[src/rtl/iter_alu.sv]
// rtl/iter_alu.sv - iterative ALU with latency-1 integer ops; ITER_ALU_MULDIV_EN adds multiply and restoring divide
module iter_alu #(
  parameter int XLEN = 32
) (
  input  logic            clk_i,
  input  logic            rst_i,
  input  logic            in_valid,
  output logic            in_ready,
  input  logic [XLEN-1:0] opr_1,
  input  logic [XLEN-1:0] opr_2,
  input  logic [3:0]      alu_op,
  input  logic            flag,
  output logic            out_valid,
  input  logic            out_ready,
  output logic [XLEN-1:0] result
);
  localparam int SHW = $clog2(XLEN);

  logic            w_idle;
  logic            w_accept;
  logic            w_fast;
  logic [XLEN-1:0] w_fast_result;
  logic            w_div_done;
  logic [XLEN-1:0] w_div_result;
  logic [XLEN-1:0] w_base_result;
  logic [SHW-1:0]  w_shamt;

  assign w_shamt  = opr_2[SHW-1:0];
  assign in_ready = w_idle && (!out_valid || out_ready);
  assign w_accept = in_valid && in_ready;

  // Base integer ops, evaluated straight from the request for the acceptance edge
  always_comb begin
    w_base_result = '0;
    case (alu_op[2:0])
      3'b000: w_base_result = flag ? (opr_1 - opr_2) : (opr_1 + opr_2);
      3'b001: w_base_result = opr_1 << w_shamt;
      3'b010: w_base_result = {{(XLEN-1){1'b0}}, ($signed(opr_1) < $signed(opr_2))};
      3'b011: w_base_result = {{(XLEN-1){1'b0}}, (opr_1 < opr_2)};
      3'b100: w_base_result = opr_1 ^ opr_2;
      3'b101: begin
        if (flag) w_base_result = $unsigned($signed(opr_1) >>> w_shamt);
        else      w_base_result = opr_1 >> w_shamt;
      end
      3'b110: w_base_result = opr_1 | opr_2;
      default: w_base_result = opr_1 & opr_2;
    endcase
  end

`ifdef ITER_ALU_MULDIV_EN
  typedef enum logic [1:0] {S_IDLE, S_DIV, S_FIX} state_t;
  state_t r_state, w_state_nxt;

  logic [SHW-1:0]    r_count;
  logic [XLEN-1:0]   r_quo;
  logic [XLEN-1:0]   r_rem;
  logic [XLEN-1:0]   r_dvsr;
  logic              r_neg_q;
  logic              r_neg_r;
  logic              r_is_rem;

  logic              w_a_sgn;
  logic              w_b_sgn;
  logic [2*XLEN-1:0] w_prod;
  logic              w_is_div;
  logic              w_div_sgn;
  logic              w_div_zero;
  logic              w_div_ovf;
  logic [XLEN-1:0]   w_mag_1;
  logic [XLEN-1:0]   w_mag_2;
  logic [XLEN:0]     w_shifted;
  logic [XLEN:0]     w_trial;
  logic [XLEN-1:0]   w_quo_fix;
  logic [XLEN-1:0]   w_rem_fix;
  logic [XLEN-1:0]   w_md_result;

  // One shared multiplier: the operand extension picks signed or unsigned interpretation
  assign w_a_sgn = (alu_op[1:0] != 2'b11) && opr_1[XLEN-1];
  assign w_b_sgn = (alu_op[1:0] == 2'b01) && opr_2[XLEN-1];
  assign w_prod  = {{XLEN{w_a_sgn}}, opr_1} * {{XLEN{w_b_sgn}}, opr_2};

  assign w_is_div   = alu_op[3] && alu_op[2];
  assign w_div_sgn  = !alu_op[0];
  assign w_div_zero = (opr_2 == '0);
  assign w_div_ovf  = w_div_sgn && (opr_1 == {1'b1, {(XLEN-1){1'b0}}}) && (opr_2 == '1);
  assign w_fast     = !w_is_div || w_div_zero || w_div_ovf;
  assign w_mag_1    = (w_div_sgn && opr_1[XLEN-1]) ? -opr_1 : opr_1;
  assign w_mag_2    = (w_div_sgn && opr_2[XLEN-1]) ? -opr_2 : opr_2;

  // Latency-1 results for multiplies and the two divide corner cases
  always_comb begin
    w_md_result = '0;
    case (alu_op[2:0])
      3'b000:                 w_md_result = w_prod[XLEN-1:0];
      3'b001, 3'b010, 3'b011: w_md_result = w_prod[2*XLEN-1:XLEN];
      default: begin
        if (w_div_zero)     w_md_result = alu_op[1] ? opr_1 : '1;
        else if (w_div_ovf) w_md_result = alu_op[1] ? '0 : opr_1;
      end
    endcase
  end

  assign w_fast_result = alu_op[3] ? w_md_result : w_base_result;

  // Restoring step: shift the next dividend bit in, keep the difference if it did not go negative
  assign w_shifted    = {r_rem, r_quo[XLEN-1]};
  assign w_trial      = w_shifted - {1'b0, r_dvsr};
  assign w_quo_fix    = r_neg_q ? -r_quo : r_quo;
  assign w_rem_fix    = r_neg_r ? -r_rem : r_rem;
  assign w_div_result = r_is_rem ? w_rem_fix : w_quo_fix;
  assign w_idle       = (r_state == S_IDLE);
  assign w_div_done   = (r_state == S_FIX);

  // State register
  always_ff @(posedge clk_i or posedge rst_i) begin
    if (rst_i) r_state <= S_IDLE;
    else       r_state <= w_state_nxt;
  end

  // Next state: long divides run XLEN steps then one sign-fix cycle
  always_comb begin
    w_state_nxt = r_state;
    case (r_state)
      S_IDLE:  if (w_accept && !w_fast) w_state_nxt = S_DIV;
      S_DIV:   if (r_count == SHW'(XLEN-1)) w_state_nxt = S_FIX;
      S_FIX:   w_state_nxt = S_IDLE;
      default: w_state_nxt = S_IDLE;
    endcase
  end

  // Divider operand capture on acceptance, then one quotient bit per DIV cycle
  always_ff @(posedge clk_i or posedge rst_i) begin
    if (rst_i) begin
      r_count  <= '0;
      r_quo    <= '0;
      r_rem    <= '0;
      r_dvsr   <= '0;
      r_neg_q  <= 1'b0;
      r_neg_r  <= 1'b0;
      r_is_rem <= 1'b0;
    end else if (w_accept && !w_fast) begin
      r_count  <= '0;
      r_quo    <= w_mag_1;
      r_rem    <= '0;
      r_dvsr   <= w_mag_2;
      r_neg_q  <= w_div_sgn && (opr_1[XLEN-1] ^ opr_2[XLEN-1]);
      r_neg_r  <= w_div_sgn && opr_1[XLEN-1];
      r_is_rem <= alu_op[1];
    end else if (r_state == S_DIV) begin
      r_quo   <= {r_quo[XLEN-2:0], !w_trial[XLEN]};
      r_rem   <= w_trial[XLEN] ? w_shifted[XLEN-1:0] : w_trial[XLEN-1:0];
      r_count <= r_count + SHW'(1);
    end
  end
`else
  assign w_idle        = 1'b1;
  assign w_div_done    = 1'b0;
  assign w_div_result  = '0;
  assign w_fast        = 1'b1;
  assign w_fast_result = alu_op[3] ? '0 : w_base_result;
`endif

  // Output register: load on latency-1 accept or divide completion, hold until consumed
  always_ff @(posedge clk_i or posedge rst_i) begin
    if (rst_i) begin
      out_valid <= 1'b0;
      result    <= '0;
    end else if (w_accept && w_fast) begin
      out_valid <= 1'b1;
      result    <= w_fast_result;
    end else if (w_div_done) begin
      out_valid <= 1'b1;
      result    <= w_div_result;
    end else if (out_ready) begin
      out_valid <= 1'b0;
    end
  end
endmodule

[config.mk]
export PLATFORM = sky130hd
export DESIGN_NAME = iter_alu
export DESIGN_NICKNAME = d
export VERILOG_FILES = /design/src/rtl/iter_alu.sv
export SDC_FILE = /design/constraint.sdc
export NUM_CORES = 1
export LEC_CHECK = 0
export ABC_AREA = 1
export CAP_MARGIN = 25
export CORE_AREA = 8 8 204 206
export DETAILED_ROUTE_END_ITERATION = 8
export DIE_AREA = 0 0 212 214
export PLACE_DENSITY = 0.49
export SYNTH_ARGS = -nofsm -noshare
export SYNTH_HDL_FRONTEND = slang
export SYNTH_SLANG_ARGS = --single-unit
[constraint.sdc]
create_clock -name clk_i -period 3.43 [get_ports clk_i]
set_input_delay 0.5145 -clock clk_i [delete_from_list [all_inputs] [get_ports clk_i]]
set_output_delay 0.5145 -clock clk_i [all_outputs]
set_load 0.03 [all_outputs]
# Yosys cells after proc, flatten, opt, wreduce, memory -nomap -nowiden
# Index checks and enable logic that the tools add are counted.
word_totals:
  reg_bits: 33
  inputBits: 73
  out_inout_bits: 34
classes:
  addsub: 2
  order_cmp: 2
  n_eq_ne: 6
  n_shift: 3
  mux: 6
  bitwise_logic: 3
  n_reduce_logical: 5
ops:
  columns: ["op", "count"]
  rows:
  - ["$pmux 32 s7", 1]
  - ["$mux 32", 3]
  - ["$lt 32x32->1", 2]
  - ["$add 32x32->32", 1]
  - ["$and 32x32->32", 1]
  - ["$or 32x32->32", 1]
  - ["$shl 32x5->32", 1]
  - ["$shr 32x5->32", 1]
  - ["$sshr 32x5->32", 1]
  - ["$sub 32x32->32", 1]
  - ["$xor 32x32->32", 1]
  - ["$eq 3x3->1 const B", 3]
  - ["$eq 3x2->1 const B", 2]
  - ["$eq 3x1->1 const B", 1]
  - ["$logic_not 3->1", 1]
  - ["$mux 1", 2]
  - ["$reduce_bool 2->1", 1]
  - ["$logic_and 1x1->1", 1]
  - ["$logic_not 1->1", 1]
  - ["$logic_or 1x1->1", 1]

# Depth between registers and ports, before layout
logic_depth:
  ltp_word: 4
  depth_mapped: 21
  mapped_depth_nobuf: 18

# Worst setup path before layout
# OpenSTA, ideal clock, no wires.
synth_path:
  path_type: "input port to flip-flop"
  from: "input opr_2[2]"
  to: "register result[0]"
  arrival_time_ps: 2502
  path_slack_ps: 812
  cell_stages: 20
  n_path_buf: 4
  cell_sequence: "buf_2 -> inv_2 -> buf_2 -> buf_2 -> ha_1 -> buf_2 -> nor2_1 -> nand2_1 -> nand3_1 -> nand3_1 -> nand2_1 -> nand2_1 -> nand2_1 -> nand2_1 -> nand2_1 -> nor2_1 -> nor2_1 -> nand2_1 -> nand2_1 -> nand2_1"
synth_via:
  elab_chain_len: 4
synth_rtl:
  columns: ["element", "line_no", "text"]
  rows:
  - ["start: declaration", "10", "input logic [XLEN-1:0] opr_2,"]
  - ["branches (longest 2 deep; another with $lt 32x32->1)", null, null]
  - ["$pmux 32 s7 *", "35", "case (alu_op[2:0])"]
  - ["$mux 32 *", "160", "assign w_fast_result = alu_op[3] ? '0 : w_base_result;"]
  - ["end signal: assignment", "170", "result <= w_fast_result;"]
  - ["end signal: assignment", "173", "result <= w_div_result;"]
  - ["end: declaration", "15", "output logic [XLEN-1:0] result"]
# Every way passes the cells marked *.
# A chain may end at the register's enable or synchronous reset.

# Worst setup path after layout
layout_path:
  from: "input opr_1[13]"
  to: "register result[23]"
layout_via:
  elab_chain_len: 4
layout_rtl:
  columns: ["element", "line_no", "text"]
  rows:
  - ["start: declaration", "9", "input logic [XLEN-1:0] opr_1,"]
  - ["$add 32x32->32, or another cell as far along", "36", "3'b000: w_base_result = flag ? (opr_1 - opr_2) : (opr_1 + opr_2);"]
  - ["$mux 32, on equally long branches", "36, 42", null]
  - ["$pmux 32 s7 *", "35", null]
  - ["$mux 32 *", "160", null]
# Mark *: on every way between the ends. The rest lies on a longest branch, timed or not.

==> results.txt <==
Via count = 15.8k
Post-synth EDFFs = 0
Post-Syn Instances = 2254
Power per cell area = 236 nW/µm²
Clock Skew = 0.0202 ns
Switch Pwr = 1.83 mW
Die X = 212 µm
Die ar. = 45400 µm²
Pre-antenna DRT Iters = 8
Core area = 38300 µm²
Seq cells post-synth = 33
Ant diodes = 0
Crit path top cell by count = nand2_1
Internal power = 1.53 mW
Global-route wire length before repair = 98.4 mm
Seq/Total Area, Yosys = 0.0724
Largest net degree at the start of global routing = 74
IO Pins = 107
Clk sink count = 33
Maximum vdd drop = 0.166 mV
CP max stage cell = clkdlybuf4s50_1
CP delay by family, top = simple AND/OR/NAND/NOR gates
Initial DRC Count = 1728
Hold Crit Class = flop to flop
Netlist Area Pre-Place = 11400 µm²
CTS Buf Count = 5
Worst slew pin tran = 0.868 ns
DRC viols = 0
Deepest clock path buffer count = 2
Placer Congestion = 0.996
CP Max Fanout = 8
Total power = 3.35 mW
CTS tree = yes
Finished Layout Cells = 2968
Synth warnings = 0
Unique cell type count in the Yosys netlist = 51
CTS clk-pin slew, worst paths = 0.05 ns
Drt total wl = 67.2 mm
Global Route Usage Sum = 0.288
Worst path arrival time = 3.44 ns
Vias in the first global route = 14.8k
Fin. Hold Viols = 0
Final HPWL DP = 56.8 mm
Crit-path cells = clkdlybuf4s50_1, inv_1, ha_1, nand2_1, inv_1, nand2_1, nor3_1, nand2_1, nand2_1, nand3_1, nand2_1, nand3_1, nand3_1, nand2_1, nand2_1, nand2_1
PortBufs = 106
# rows = 72
Async SR Flop Fraction = 1.00
Placed cells = 2960
Clk_lat worst skew = 0.30 ns
RSZ-0062 raised after global routing = false
Share of cells above drive strength 1 = 0.0988
Pre-CTS setup slack = -0.0321 ns
Combinational share of power = 0.724
CTS HTree Levels = 2
Die outline height = 214 µm
Fmax achieved = 305 MHz
Syn Area/Cell = 5.06 µm²
Initial antenna violation count = 0
Crit end category = flop
Initial Util = 0.298
Synth Flop Type = dfrtp_1
LEAKAGE = 7.94 nW
Wire per inst = 22.6 µm
Setup violations, final = 0
Status = completed
Period utilization = 0.955
CP Data Required Time = 3.60 ns
Final min period = 3.27 ns
Vias per inst = 5.32
Crit Path Category = primary input to flop
Max incr delay on CP = 0.58 ns
Antenna Nets Post-Route = 0
Nets@finish = 2621
Post-Synthesis Net Count = 2426
Max-cap violation count = 0
Slew HR = 0.421
Part of the power in registers = 0.140
GRT Residual Overflow = 0
Clock power share = 0.136
Max Slew Vio Count = 0
Root Driver = clkbuf_16
Net Sw Frac = 0.545
Crit path launch type = primary input
Final setup margin = 0.156 ns
WP buf/inv = 3
P&R area growth vs syn = 24.8%
==> registers in the layout, summed over array words and instances, names as in the netlist <==
name       count
result        32
out_valid      1
==> cell families (layout without fill, tap and decap cells) <==
logic type / count (synthesis) / in the layout / synth area share
flip-flops: 33 / 33 / 0.0724
multiplexers: 3 / 3 / 0.00263
adder cells (fa/ha/maj): 99 / 99 / 0.110
buffers and inverters: 406 / 602 / 0.148
AND/OR/NAND/NOR: 1429 / 1429 / 0.521
AO/OA/AOI/OAI: 284 / 284 / 0.146
==> path summary, 6_finish.rpt <==
| kind | from | slack [ns] | depth (start not counted) | to |
|---|---|---|---|---|
| setup / recovery | opr_1[13] | 0.16 | 16 | result[23] |
| hold / removal | result[4] | 0.47 | 2 | result[4] |
| setup reg to reg | out_valid | 1.62 | 6 | result[31] |
| hold reg to reg | result[4] | 0.47 | 2 | result[4] |
| max in group asynchronous | rst_i | 2.03 | 3 | result[13] |
| min in group asynchronous | rst_i | 0.70 | 2 | result[22] |
==> power by group through the flow <==
stage               logic (mW)  registers [mW]  clock network [mW]
floorplan                 1.19           0.564                   0
global placement          2.39           0.475                   0
detailed placement        2.37           0.475                   0
CTS                       2.38           0.468               0.465
global route              2.62           0.474               0.476
finish                    2.43           0.469               0.457
==> cell usage after synthesis (all sizes together), types with 4 or more instances <==
library cell / instances / area (µm²)
o21ai: 86 / 430
and2: 8 / 50.1
dfrtp: 33 / 826
o22ai: 4 / 25.0
nor2: 180 / 688
inv: 299 / 1130
clkbuf: 27 / 104
ha: 97 / 1210
nand3: 281 / 1420
nand2: 904 / 3410
nor3: 22 / 149
o21a: 13 / 97.6
nand3b: 7 / 52.6
a211oi: 5 / 37.5
o21bai: 6 / 45.0
buf: 79 / 454
a21oi: 128 / 704
o2111ai: 5 / 43.8
nand4: 19 / 119
o211ai: 25 / 188
==> layout by cell type (no fill, tap or decap), drive strengths merged, types with 25 or more instances in the layout <==
master / instances
nor2: 180
o21ai: 86
dfrtp: 33
nand3: 281
nand2: 904
o211ai: 25
clkdlybuf4s50: 102
buf: 192
inv: 299
ha: 97
a21oi: 128
==> worst min-delay path, cell delays in order (launching register included) <==
cell and delay (ns):
dfrtp_1 0.34, nand2_1 0.05, nand2_1 0.05
==> layer usage <==
metal	routed length, µm	share of wire	track usage	vias to the layer above
li1	-	-	-	7530
met4	2050	0.030	0.0744	0
met3	5860	0.087	0.0349	93
met2	28700	0.43	0.451	850
met5	0	0	0	-
met1	30600	0.45	0.409	7329
==> per-stage QoR <==
step / hold slack (ns) / setup TNS, ns / util / cell area (µm²)
after floorplan: 0.643 / 0 / - / 11400
after CTS: 0.481 / 0 / 0.371 / 14200
after detailed placement: 0.465 / -0.0321 / 0.368 / 14100
after global placement: 0.464 / -0.0688 / 0.368 / 14100
after global routing: 0.495 / 0 / 0.372 / 14200
final: 0.475 / 0 / 0.372 / 14200
==> repair_timing <==
item / CTS / global route
setup endpoints to repair: 0 / 1
hold buffers: 0 / 0
gates resized for setup: 0 / 1
setup buffers: 0 / 0
==> layout make-up <==
cell class | count | area (µm²)
clock buffer | 5 | 125
clock inverter | 3 | 17.5
fill | 4411 | 24100
inverter | 300 | 1130
multi-input combinational | 1815 | 8890
sequential | 33 | 826
tap | 518 | 648
timing repair buffer | 294 | 2590
Power figures use the tool's default switching activity.
